**config.mk**
```make
export PLATFORM = sky130hd
export DESIGN_NAME = cpu_run_ctrl
export DESIGN_NICKNAME = d
export VERILOG_FILES = /design/src/rtl/cpu_ctrl_pkg.sv /design/src/rtl/btn_sync_edge.sv /design/src/rtl/cpu_run_ctrl.sv
export SDC_FILE = /design/constraint.sdc
export NUM_CORES = 1
export LEC_CHECK = 0
export CAP_MARGIN = 20
export CELL_PAD_IN_SITES_DETAIL_PLACEMENT = 1
export CELL_PAD_IN_SITES_GLOBAL_PLACEMENT = 1
export CORE_ASPECT_RATIO = 0.75
export CORE_MARGIN = 1.5
export CORE_UTILIZATION = 38
export DETAILED_ROUTE_END_ITERATION = 10
export PLACE_DENSITY_LB_ADDON = 0.1
export SYNTH_ARGS = -nofsm -noshare
export SYNTH_HDL_FRONTEND = slang
export SYNTH_HIERARCHICAL = 1
export SYNTH_SLANG_ARGS = --single-unit
```
**constraint.sdc**
```tcl
create_clock -name CLK -period 3.2 [get_ports CLK]
set_clock_uncertainty 0.05 [all_clocks]
set_input_delay 0.32 -clock CLK [delete_from_list [all_inputs] [get_ports CLK]]
set_output_delay 0.32 -clock CLK [all_outputs]
set_load 0.05 [all_outputs]
```
**src/rtl/cpu_ctrl_pkg.sv**
```systemverilog
// Shared types for the 6502 run controller: sequencer states and display width.
package cpu_ctrl_pkg;

  localparam int LED_W = 8;

  typedef enum logic [2:0] {
    HOLD,
    RUN,
    STEP_IDLE,
    STEP_HI,
    DONE
  } run_st_t;

endpackage

```
**src/rtl/btn_sync_edge.sv**
```systemverilog
// Two-flop synchroniser for the step button followed by a rising-edge detector.
module btn_sync_edge (
  input  logic CLK,
  input  logic R,
  input  logic btn,
  output logic pulse
);

  // sync[1:0] is the metastability chain, sync[2] the previous synchronised level
  logic [2:0] sync;

  always_ff @(posedge CLK) begin
    if (R) sync <= '0;
    else   sync <= {sync[1:0], btn};
  end

  assign pulse = sync[1] & ~sync[2];

endmodule

```
**src/rtl/cpu_run_ctrl.sv**
```systemverilog
// CPU clock/reset sequencer (prescaler, run/step/stop FSM) and registered LED source mux.
module cpu_run_ctrl
  import cpu_ctrl_pkg::*;
#(
  parameter int DIV         = 1,
  parameter int START_DLY   = 100,
  parameter int STOP_HALVES = 0,
  parameter int CNT_W       = 32,
  parameter int NUM_SRC     = 8,
  localparam int SEL_W      = (NUM_SRC > 1) ? $clog2(NUM_SRC) : 1
) (
  input  logic                     CLK,
  input  logic                     R,
  input  logic                     step_mode,
  input  logic                     step_btn,
  input  logic                     halt,
  input  logic [NUM_SRC*LED_W-1:0] src_bus,
  input  logic [SEL_W-1:0]         sel,
  output logic                     cpu_clk,
  output logic                     cpu_res,
  output logic [CNT_W-1:0]         half_cnt,
  output logic                     done,
  output logic [LED_W-1:0]         led
);

  localparam int PRE_W = (DIV > 1) ? $clog2(DIV) : 1;
  localparam logic [PRE_W-1:0] PRE_MAX    = PRE_W'(DIV - 1);
  localparam logic [CNT_W-1:0] START_LAST = CNT_W'(START_DLY - 1);
  localparam logic [CNT_W-1:0] STOP_AT    = CNT_W'(STOP_HALVES);

  run_st_t                           st;
  logic [PRE_W-1:0]                  pre;
  logic [CNT_W-1:0]                  start_cnt;
  logic                              pending;
  logic                              step_pulse;
  logic                              tick;
  logic                              start_last;
  logic [CNT_W-1:0]                  hc_inc;
  logic                              stop_hit;
  logic [NUM_SRC-1:0][LED_W-1:0]     src;
  logic [LED_W-1:0]                  led_nxt;

  btn_sync_edge u_btn (
    .CLK   (CLK),
    .R     (R),
    .btn   (step_btn),
    .pulse (step_pulse)
  );

  assign tick       = !halt && (pre == PRE_MAX);
  assign start_last = (START_DLY == 0) || (start_cnt == START_LAST);
  assign hc_inc     = half_cnt + CNT_W'(1);
  assign stop_hit   = (STOP_HALVES != 0) && (hc_inc == STOP_AT);

  assign src = src_bus;

  always_comb begin
    led_nxt = '0;
    if (int'(sel) < NUM_SRC) led_nxt = src[sel];
  end

  always_ff @(posedge CLK) begin
    if (R) begin
      st        <= HOLD;
      pre       <= '0;
      start_cnt <= '0;
      pending   <= 1'b0;
      cpu_clk   <= 1'b0;
      cpu_res   <= 1'b1;
      half_cnt  <= '0;
      done      <= 1'b0;
      led       <= '0;
    end else begin
      led <= led_nxt;
      // halt freezes the whole sequencer, including the step-mode check
      if (!halt) begin
        pre <= tick ? '0 : pre + PRE_W'(1);
        case (st)
          HOLD: begin
            if (tick) begin
              start_cnt <= start_cnt + CNT_W'(1);
              if (start_last) begin
                cpu_res <= 1'b0;
                st      <= step_mode ? STEP_IDLE : RUN;
              end
            end
          end
          RUN: begin
            if (tick) begin
              cpu_clk  <= ~cpu_clk;
              half_cnt <= hc_inc;
              if (stop_hit) begin
                st   <= DONE;
                done <= 1'b1;
              end else if (cpu_clk && step_mode) begin
                st <= STEP_IDLE;
              end
            end
          end
          STEP_IDLE: begin
            if (!step_mode) begin
              st      <= RUN;
              pending <= 1'b0;
            end else if (tick && (pending || step_pulse)) begin
              // a fresh edge on a tick cycle fires directly to keep latency at 3 cycles
              cpu_clk  <= 1'b1;
              half_cnt <= hc_inc;
              pending  <= 1'b0;
              st       <= stop_hit ? DONE : STEP_HI;
              done     <= stop_hit;
            end else if (step_pulse) begin
              pending <= 1'b1;
            end
          end
          STEP_HI: begin
            if (tick) begin
              cpu_clk  <= 1'b0;
              half_cnt <= hc_inc;
              st       <= stop_hit ? DONE : STEP_IDLE;
              done     <= stop_hit;
            end
          end
          DONE: begin
            st <= DONE;
          end
          default: st <= HOLD;
        endcase
      end
    end
  end

endmodule

```
==> results of run 1 <==
layer usage:
layer | vias to the layer above | track usage, %
li1 | 1807 | -
met1 | 1822 | 27.9
met2 | 80 | 34.7
met3 | 20 | 5.23
met4 | 0 | 6.40
met5 | - | 0
placed cells by master, fill, tap and decap left out, types with 2 or more instances in the layout:
master           netlist  final
xnor2_1               19     19
o211ai_1               2      2
inv_1                  8      8
nor2b_1                4      4
buf_4                  1      5
and4_1                11     11
clkbuf_16              0      9
dfxtp_1               82     82
nor2_1                68     68
mux4_2                16     16
clkinvlp_4             0      2
nand2_1               27     27
and2_1                 4      4
a211oi_2               2      2
nand4_1               21     21
a311oi_1               2      2
and3_1                 8      8
nor4_1                14     14
o21ai_0               14     14
clkdlybuf4s50_1        0    112
mux2i_1               11     11
a21oi_1               19     19
nor3_1                 6      6
ha_1                   2      2
inv_6                  0      2
xor2_1                28     28
nand2b_1               3      3
or3_1                 12     12
nand3_1               23     23
final timing paths:
kind / from / end / slack (ps) / depth (start not counted)
max: halt / start_cnt[27] / 1000 / 6
min: u_btn/sync[0] / u_btn/sync[1] / 390 / 1
max reg2reg: start_cnt[15] / start_cnt[27] / 1050 / 5
min reg2reg: u_btn/sync[0] / u_btn/sync[1] / 390 / 1
sequential cells by signal, summed over array words and instances, names as in the netlist:
signal / count
half_cnt: 32
pre: 1
u_btn/sync: 3
pending: 1
led: 8
st: 3
cpu_clk: 1
cpu_res: 1
start_cnt: 32
cell families (layout without fill, tap and decap cells):
kind of cell,Yosys count,in the layout,synth area share (%)
other,1,1,0.0922
flip-flops,82,82,40.4
adder cells (fa/ha/maj),2,2,0.615
AND/OR/NAND/NOR,210,210,26.8
multiplexers,28,28,11.8
XOR/XNOR,47,47,10.1
AO/OA/AOI/OAI,46,46,6.89
buffers and inverters,31,143,3.29
stage by stage:
step           std cells  hold WS (ps)  setup WS, ps
3_3_place_gp         679           370           722
5_1_grt              695           410           891
4_1_cts              695           395          1030
6_report             695           388          1000
2_1_floorplan        447           342          1000
3_5_place_dp         679           381           668
area by class of cell:
cell class / instances / area share [%]
clock inverters: 6 / 1.27
well taps: 136 / 3.02
clock buffers: 10 / 4.25
inverters: 8 / 0.534
multi-input cells: 334 / 40.7
repair buffers: 119 / 21.0
flip-flops and latches: 82 / 29.2
power by group through the flow:
stage                     Clock (mW)  Sequential [mW]  Combinational [mW]
after floorplan                    0             1.09              0.0892
after global placement             0             1.06               0.243
after detailed placement           0             1.06               0.247
after CTS                       1.10             1.04               0.248
after global routing            1.14             1.04               0.261
final                           1.07             1.04               0.246
==> metrics.yaml, run 1 <==
status:
  status: "completed"
critical_path:
  max_stage_delay_ps: 570
  cp-start-kind: "primary input"
  cpLargestDelayFamily: "simple AND/OR/NAND/NOR gates"
  cp.required_ps: 3410
  endpoint_kind: "flop"
  timing.critical_path.buf_inv: 1
  cp_max_fo: 11
  cp_common_cell: "or3_1"
  setup.worst_path.class: "primary input to flop"
  critPathArrivalTime_ps: 2410
  cp_slowest_cell: "clkdlybuf4s50_1"
  worstPathCellList: "clkdlybuf4s50_1 -> nor3_4 -> nand4_1 -> or3_1 -> or3_1 -> a21oi_1"
route:
  met2WireLength_um: 5550
  finalWirelength_um: 11600
  drt-wirelength-per-cell_um: 16.8
  num_vias: 3729
  wl_met3_um: 527
  firstDrtPassIters: 4
  top_layer: "met4"
  remaining_drc_errors: 0
  drtAntennaViolNets: 0
  met1Wirelength_um: 5370
  initialDrtViolationCount: 250
  via_per_inst: 5.37
yosys:
  synth_seq_area_share_pct: 40.4
  synth.avg_cell_area_um2: 9.10
  synth_area_leaders: "dfxtp_1 (40%), mux4_2 (8.9%), nor2_1 (6.3%)"
  syn_nets: 521
  synth.most_common_cell: "dfxtp_1"
  ys_ff_latch: 82
  synth_ff_type: "dfxtp_1"
  syn_area_um2: 4070
  ys_warn_count: 6
  synth_top_area_cell: "dfxtp_1"
  synth_edf_count: 0
  ys_top_cells_by_count: "dfxtp_1 (82), nor2_1 (68), xor2_1 (28), nand2_1 (27), nand3_1 (23)"
  synthCells: 447
  synth_top_area_share_pct: 40.4
  async_flop_share_pct: 0
  synthDistinctLibCells: 47
timing:
  setup_violations: 0
  tightestPinTransition_ps: 988
  maxSlewHeadroom_pct: 34.1
  setup-tns-final_ps: 0
  post-route-period-util_pct: 68.7
  fmax_ghz: 0.455
  hold_viol: 0
  rsz0062_at_grt: "false"
  min_period_ps: 2200
  slew_violations: 0
power_and_ir_drop:
  p_seq_share_pct: 44.1
  power_density_nw_per_um2: 419
  clock_power_share_pct: 45.4
  power_mw: 2.36
  leakage_nw: 1.96
  p_comb_share_pct: 10.4
  swShare_pct: 23.3
  internal_power_mw: 1.81
  p_sw_uw: 549
  irDropWorstVdd_v: 0.000238
finish:
  fillerInstances: 1175
  regArea_um2: 1640
  area_growth_pct: 38.4
  drive_gt1_share_pct: 8.77
  post-route-util_pct: 54.5
  multiInputGateArea_um2: 2290
  postLayoutCellArea_um2: 5630
  n_antenna_cell: 0
  nets: 628
clock_tree:
  cts.repair.resized: 0
  cts_tree: "yes"
  cts_hold_buffers: 0
  clock-sinks: 82
  cts.htree.levels: 3
  cts.clk_slew.worst_paths_ps: 60
  cts_buffers: 9
  insertion_delay_ps: 340
  cts-root-buf: "clkbuf_16"
  cts_buffer_depth: 2
  post_cts_buffers: 0
job:
  cap_violations: 0
die:
  core_area_um2: 10300
  ioPinCount: 115
  die_w_um: 122
  fp.dieH_um: 92.6
  die_area_um2: 11300
  num_rows: 32
  start_util_pct: 39.4
worst_hold_path:
  hp-class: "flop to flop"
grt:
  antenna_found_initial: 0
  grt_util_all_layers_pct: 21.3
  grt_pass1_vias: 3841
  grt_pass1_wl_um: 18900
  grt_max_degree: 52
  grt_overflow: 0
place:
  place_congestion: 0.812
  hpwlAfterDp_um: 8630
  placement.io_buffers: 113
  place_area_um2: 5320
(Power assumes the default switching activity.)
==> inputs of run 2 (changes only) <==
--- a/config.mk
+++ b/config.mk
@@ -10,7 +10,7 @@
 export CELL_PAD_IN_SITES_GLOBAL_PLACEMENT = 1
 export CORE_ASPECT_RATIO = 0.75
 export CORE_MARGIN = 1.5
-export CORE_UTILIZATION = 38
+export CORE_UTILIZATION = 32
 export DETAILED_ROUTE_END_ITERATION = 10
 export PLACE_DENSITY_LB_ADDON = 0.1
 export SYNTH_ARGS = -nofsm -noshare
==> constraint.sdc (replaced) <==
create_clock -name CLK -period 1.75 [get_ports CLK]
set_clock_uncertainty 0.05 [all_clocks]
set_input_delay 0.175 -clock CLK [delete_from_list [all_inputs] [get_ports CLK]]
set_output_delay 0.175 -clock CLK [all_outputs]
set_load 0.05 [all_outputs]
==> run 2 against run 1 <==
The flow now finishes with violations (negative setup slack). Register-to-register slack worse by 1100 ps. Critical path depth unchanged. Flip-flop and latch count unchanged. Worst hold slack worse by 140 ps. Combinational power up 100%. Final area up 16%. Worst setup slack worse by 1100 ps. Global-route usage down 1.3 points. Clock-buffer cell count down 1. Routed wire length up 13%. Largest power group is now registers. Highest routed layer unchanged.
==> metrics.yaml, run 2 (same netlist as run 1, synthesis figures left out) <==
critical_path:
  cp_max_fo: 4  # was 11
  worstPathCellList: "and4_1 -> nand4_1 -> buf_4 -> or3_4 -> or3_1 -> a21oi_1"  # was clkdlybuf4s50_1 -> nor3_4 -> nand4_1 -> or3_1 -> or3_1 -> a21oi_1
  rr_startpoint: "start_cnt[11]"  # was start_cnt[15]
  max_stage_delay_ps: 370  # was 570 ps
  cp.required_ps: 1980  # was 3410 ps
  startpoint: "start_cnt[11]"  # was halt
  critPathArrivalTime_ps: 2050  # was 2410 ps
  cpLargestDelayFamily: "simple AND/OR/NAND/NOR gates"  # unchanged
  setup.worst_path.class: "flop to flop"  # was primary input to flop
  endpoint_kind: "flop"  # unchanged
  cp_slowest_cell: "dfxtp_4"  # was clkdlybuf4s50_1
  cp-start-kind: "flop"  # was primary input
  timing.critical_path.buf_inv: 1  # unchanged
route:
  via_per_inst: 5.04  # was 5.37
  remaining_drc_errors: 0  # unchanged
  drt-wirelength-per-cell_um: 16.4  # was 16.8 um
  initialDrtViolationCount: 152  # was 250
  finalWirelength_um: 13200  # was 11,600 um
  num_vias: 4049  # was 3,729
  firstDrtPassIters: 4  # unchanged
  drtAntennaViolNets: 0  # unchanged
clock_tree:
  cts_tree: "yes"  # unchanged
  cts_hold_buffers: 0  # unchanged
  cts.clk_slew.worst_paths_ps: 70  # was 60 ps
  insertion_delay_ps: 350  # was 340 ps
  clock-sinks: 82  # unchanged
  cts-root-buf: "clkbuf_16"  # unchanged
  cts.htree.levels: 3  # unchanged
  cts_buffer_depth: 2  # unchanged
  cts_buffers: 9  # unchanged
die:
  die_w_um: 133  # was 122 um
  die_area_um2: 13400  # was 11,300 um^2
  start_util_pct: 32.9  # was 39.4%
  num_rows: 35  # was 32
  ioPinCount: 115  # unchanged
  fp.dieH_um: 101  # was 92.6 um
  core_area_um2: 12300  # was 10,300 um^2
place:
  placement.io_buffers: 113  # unchanged
  hpwlAfterDp_um: 9930  # was 8630 um
  numPlacedInstances: 778  # was 679
  place_area_um2: 5970  # was 5320 um^2
  place_congestion: 0.803  # was 0.812
timing:
  fmax_ghz: 0.549
  maxSlewHeadroom_pct: 62.7  # was 34.1%
  rsz0062_at_grt: "true"  # was false
  hold_viol: 0  # unchanged
  finalWorstSetupSlack_ps: -72.0  # was 1000 ps
  post-route-period-util_pct: 104
  tightestPinTransition_ps: 560  # was 988 ps
  slew_violations: 0  # unchanged
  min_period_ps: 1820
  setup_violations: 9  # was 0
worst_hold_path:
  hp-start: "R"  # was u_btn/sync[0]
  hp-class: "primary input to flop"  # was flop to flop
grt:
  grt_util_all_layers_pct: 20.0  # was 21.3%
  grt_pass1_vias: 4310  # was 3,841
  grt_overflow: 0  # unchanged
  grt_pass1_wl_um: 21300  # was 18,900 um
  antenna_found_initial: 0  # unchanged
  grt_max_degree: 29  # was 52
finish:
  reg_top3: "half_cnt: 32 flops, start_cnt: 32 flops, led: 8 flops"  # unchanged
  area_growth_pct: 60.6  # was 38.4%
  n_antenna_cell: 0  # unchanged
  drive_gt1_share_pct: 36.7  # was 8.77%
  layout_commonest_cell: "buf_4"  # was clkdlybuf4s50_1
  final_cell_mix: "buf_4 (103), clkdlybuf4s50_1 (75), nor2_1 (67)"  # was clkdlybuf4s50_1 (112), dfxtp_1 (82), nor2_1 (68)
  fillerInstances: 1401  # was 1,175
  nets: 706  # was 628
  fin_cells: 803  # was 695
  postLayoutCellArea_um2: 6530  # was 5630 um^2
job:
  cap_violations: 0  # unchanged
status:
  status: "finished, violations left"  # was completed
  violations: "negative setup slack"
power_and_ir_drop:
  irDropWorstVdd_v: 0.000484  # was 0.000238 V
  power_density_nw_per_um2: 647  # was 419 nW/um^2
  leakage_nw: 2.53  # was 1.96 nW
==> run 2: cell count changes in the layout (fill, tap and decap cells not counted), sizes merged <==
cell / previous run / this run
clkbuf: 10 / 9
buf: 7 / 115
or3: 12 / 13
bufinv: 1 / 0
dlygate4sd2: 0 / 4
dlymetal6s2s: 0 / 2
inv: 10 / 13
clkdlybuf4s50: 112 / 75
clkinvlp: 2 / 1
==> run 2: final cells by class <==
type                            count  area, um^2  area share (%)
Multi-Input combinational cell    335        2520            38.5
Timing Repair Buffer              196        1750            26.8
Sequential cell                    82        1750            26.7
Clock buffer                        9         225            3.45
Tap cell                          166         208            3.18
Clock inverter                      7        58.8           0.900
Inverter                            8        30.0           0.460
==> run 2: routing by layer <==
metal,global-route usage (%),part of all wire (%)
met1,24.7,45
met2,34.9,49
met3,5.58,4.8
met4,4.77,0.96
met5,0,0
==> run 2: final timing paths <==
kind	cells past startpoint	end	slack (ps)
worst max register to register	6	start_cnt[27]	-70
worst min register to register	1	u_btn/sync[1]	390
worst max-delay path	6	start_cnt[27]	-70
worst min-delay path	2	led[6]	250
==> run 2: power by group <==
group	switching (mW)	internal, mW
clock	0.862	0.990
combinational	0.210	0.293
sequential	0.0106	1.86
==> run 2: per-stage QoR <==
| step | total power [mW] | setup TNS, ps | utilization (%) | setup slack, ps | hold WS [ps] |
|---|---|---|---|---|---|
| 3_3_place_gp | 2.40 | -17350 | 48.3 | -416 | 370 |
| 2_1_floorplan | 2.14 | -8.31 | - | -8.18 | 197 |
| 6_report | 4.23 | -229 | 52.9 | -72.0 | 250 |
| 3_5_place_dp | 2.41 | -20200 | 48.3 | -466 | 377 |
| 5_1_grt | 4.40 | -1560 | 52.9 | -122 | 297 |
| 4_1_cts | 4.28 | -267 | 51.5 | -53.4 | 260 |
==> run 2: timing repair <==
action,CTS,global route
pin swaps,15,13
gates cloned,1,0
setup endpoints to repair,33,41
resized for setup,28,37
buffers inserted,4,5
hold endpoints to repair,0,0
==> inputs of run 3 (changes only) <==
--- a/config.mk
+++ b/config.mk
@@ -10,7 +10,7 @@
 export CELL_PAD_IN_SITES_GLOBAL_PLACEMENT = 1
 export CORE_ASPECT_RATIO = 0.75
 export CORE_MARGIN = 1.5
-export CORE_UTILIZATION = 32
+export CORE_UTILIZATION = 36
 export DETAILED_ROUTE_END_ITERATION = 10
 export PLACE_DENSITY_LB_ADDON = 0.1
 export SYNTH_ARGS = -nofsm -noshare
==> constraint.sdc (replaced) <==
create_clock -name CLK -period 1.7 [get_ports CLK]
set_clock_uncertainty 0.05 [all_clocks]
set_input_delay 0.17 -clock CLK [delete_from_list [all_inputs] [get_ports CLK]]
set_output_delay 0.17 -clock CLK [all_outputs]
set_load 0.05 [all_outputs]
==> run 3 against run 2 <==
Die area down 11%. Cell count up 0.25%. Total power up 16%. Final area up 8.3%. Largest power group is now the clock network. Combinational power up 6.0%. Worst hold slack better by 5.4 ps. The flow still finishes with violations (negative setup slack). Fmax down 2.6%. Clock power up 31%. Routed wire length up 27%.
==> metrics.yaml, run 3 (same netlist as run 1, synthesis figures left out) <==
die:
  num_rows: 33  # was 35
  die_area_um2: 12000  # was 13,400 um^2
  die_w_um: 126  # was 133 um
  core_area_um2: 11000  # was 12,300 um^2
  fp.dieH_um: 95.1  # was 101 um
  start_util_pct: 37.0  # was 32.9%
  ioPinCount: 115  # unchanged
route:
  num_vias: 4430  # was 4,049
  drt-wirelength-per-cell_um: 20.7  # was 16.4 um
  firstDrtPassIters: 6  # was 4
  drtAntennaViolNets: 0  # unchanged
  remaining_drc_errors: 0  # unchanged
  finalWirelength_um: 16700  # was 13,200 um
  via_per_inst: 5.50  # was 5.04
  initialDrtViolationCount: 228  # was 152
critical_path:
  cp_max_fo: 4  # unchanged
  setup.worst_path.class: "flop to flop"  # unchanged
  r2r_cells: 5  # was 6
  regToRegEndpoint: "start_cnt[31]"  # was start_cnt[27]
  endpoint_kind: "flop"  # unchanged
  timing.critical_path.buf_inv: 0  # was 1
  cp.required_ps: 1850  # was 1980 ps
  cp_slowest_cell: "or3_4"  # was dfxtp_4
  max_stage_delay_ps: 420  # was 370 ps
  worstPathCellList: "and4_4 -> nand3_4 -> or3_4 -> o21ai_0 -> a21oi_2"  # was and4_1 -> nand4_1 -> buf_4 -> or3_4 -> or3_1 -> a21oi_1
  critPathArrivalTime_ps: 2020  # was 2050 ps
  r2r_slack_ps: -170  # was -70 ps
  rr_startpoint: "start_cnt[8]"  # was start_cnt[11]
  cp-start-kind: "flop"  # unchanged
  cpLargestDelayFamily: "simple AND/OR/NAND/NOR gates"  # unchanged
finish:
  reg_top3: "half_cnt: 32 flops, start_cnt: 32 flops, led: 8 flops"  # unchanged
  area_growth_pct: 74.0  # was 60.6%
  nets: 733  # was 706
  multiInputGateArea_um2: 2760  # was 2520 um^2
  layout_commonest_cell: "buf_4"  # unchanged
  regArea_um2: 1740  # was 1750 um^2
  fillerInstances: 1159  # was 1,401
  drive_gt1_share_pct: 44.4  # was 36.7%
  final_cell_mix: "buf_4 (127), clkdlybuf4s50_1 (69), nor2_1 (67)"  # was buf_4 (103), clkdlybuf4s50_1 (75), nor2_1 (67)
  post-route-util_pct: 64.4  # was 52.9%
grt:
  grt_max_degree: 37  # was 29
  antenna_found_initial: 1  # was 0
  grt_util_all_layers_pct: 23.8  # was 20.0%
  grt_overflow: 0  # unchanged
  grt_pass1_vias: 4510  # was 4,310
  grt_pass1_wl_um: 22300  # was 21,300 um
place:
  hpwlAfterDp_um: 9860  # was 9930 um
  place_congestion: 0.788  # was 0.803
  dp_slack_ps: -520  # was -466 ps
  placement.io_buffers: 113  # unchanged
power_and_ir_drop:
  power_mw: 4.88  # was 4.23 mW
  leakage_nw: 2.88  # was 2.53 nW
  power_density_nw_per_um2: 690  # was 647 nW/um^2
  irDropWorstVdd_v: 0.000470  # was 0.000484 V
status:
  violations: "negative setup slack"  # unchanged
  status: "finished, violations left"  # unchanged
timing:
  holdWs_ps: 256  # was 250 ps
  finalWorstSetupSlack_ps: -171  # was -72.0 ps
  maxSlewHeadroom_pct: 54.5  # was 62.7%
  setup_violations: 43  # was 9
  rsz0062_at_grt: "true"  # unchanged
  hold_viol: 0  # unchanged
  slew_violations: 0  # unchanged
  min_period_ps: 1870  # was 1820 ps
  fmax_ghz: 0.534  # was 0.549 GHz
  tightestPinTransition_ps: 683  # was 560 ps
  post-route-period-util_pct: 110  # was 104%
clock_tree:
  cts-root-buf: "clkbuf_16"  # unchanged
  clock-sinks: 82  # unchanged
  cts.htree.levels: 3  # unchanged
  cts_buffer_depth: 2  # unchanged
  cts_tree: "yes"  # unchanged
  cts_buffers: 9  # unchanged
  insertion_delay_ps: 350  # about the same
  cts_hold_buffers: 0  # unchanged
  cts.clk_slew.worst_paths_ps: 70  # about the same
job:
  cap_violations: 0  # unchanged
worst_hold_path:
  hold_path_end: "pre"  # was led[6]
  hp-class: "primary input to flop"  # unchanged
  holdPathStages: 3  # was 2
  hp-start: "halt"  # was R
==> run 3: worst max path at each step <==
stage	startpoint	endpoint	depth (start not counted)
2_1_floorplan	half_cnt[16]	half_cnt[31]	5
3_3_place_gp	halt	half_cnt[6]	7
3_5_place_dp	halt	half_cnt[6]	7
4_1_cts	start_cnt[10]	start_cnt[31]	5
5_1_grt	half_cnt[0]	half_cnt[6]	8
6_report	start_cnt[8]	start_cnt[31]	5
==> run 3: layout make-up <==
class / count / share of cell area, %
multi-input cells: 335 / 39.0
repair buffers: 223 / 28.5
flip-flops and latches: 82 / 24.6
clock buffers: 10 / 3.24
well taps: 140 / 2.48
clock inverters: 6 / 1.82
inverters: 8 / 0.424
diodes: 1 / 0.0354
==> run 3: layer usage <==
layer | wire, um | global-route usage [%] | up-vias | part of all wire [%]
met2 | 8610 | 41.9 | 125 | 52
li1 | - | - | 2033 | -
met1 | 7020 | 30.0 | 2241 | 42
met5 | 0 | 0 | - | 0
met3 | 704 | 5.44 | 31 | 4.2
met4 | 343 | 5.56 | 0 | 2.1
==> run 3: what timing repair did <==
item,in CTS,in global routing
setup buffers,12,10
gates cloned,3,3
setup endpoints to repair,55,63
gates resized for setup,50,72
pin swaps,23,45
==> run 3: worst register-to-register path, delay by kind of cell, from the launching register on <==
family / cells / cell delay (ps)
AND/OR/NAND/NOR: 3 / 840
AO/OA/AOI/OAI: 2 / 430
flip-flops: 1 / 400
==> run 3: per-stage QoR <==
step | TNS, ps | area, um^2 | std cells
2_1_floorplan | -281 | 4220 | 447
3_3_place_gp | -19490 | 5990 | 763
3_5_place_dp | -22840 | 5990 | 763
4_1_cts | -870 | 6670 | 793
5_1_grt | -6930 | 7070 | 804
6_report | -3110 | 7080 | 805
==> run 3: power by group <==
part / switching, mW / internal (mW) / total [mW]
Clock: 0.841 / 1.58 / 2.42
Sequential: 0.0117 / 1.92 / 1.93
Combinational: 0.229 / 0.304 / 0.533
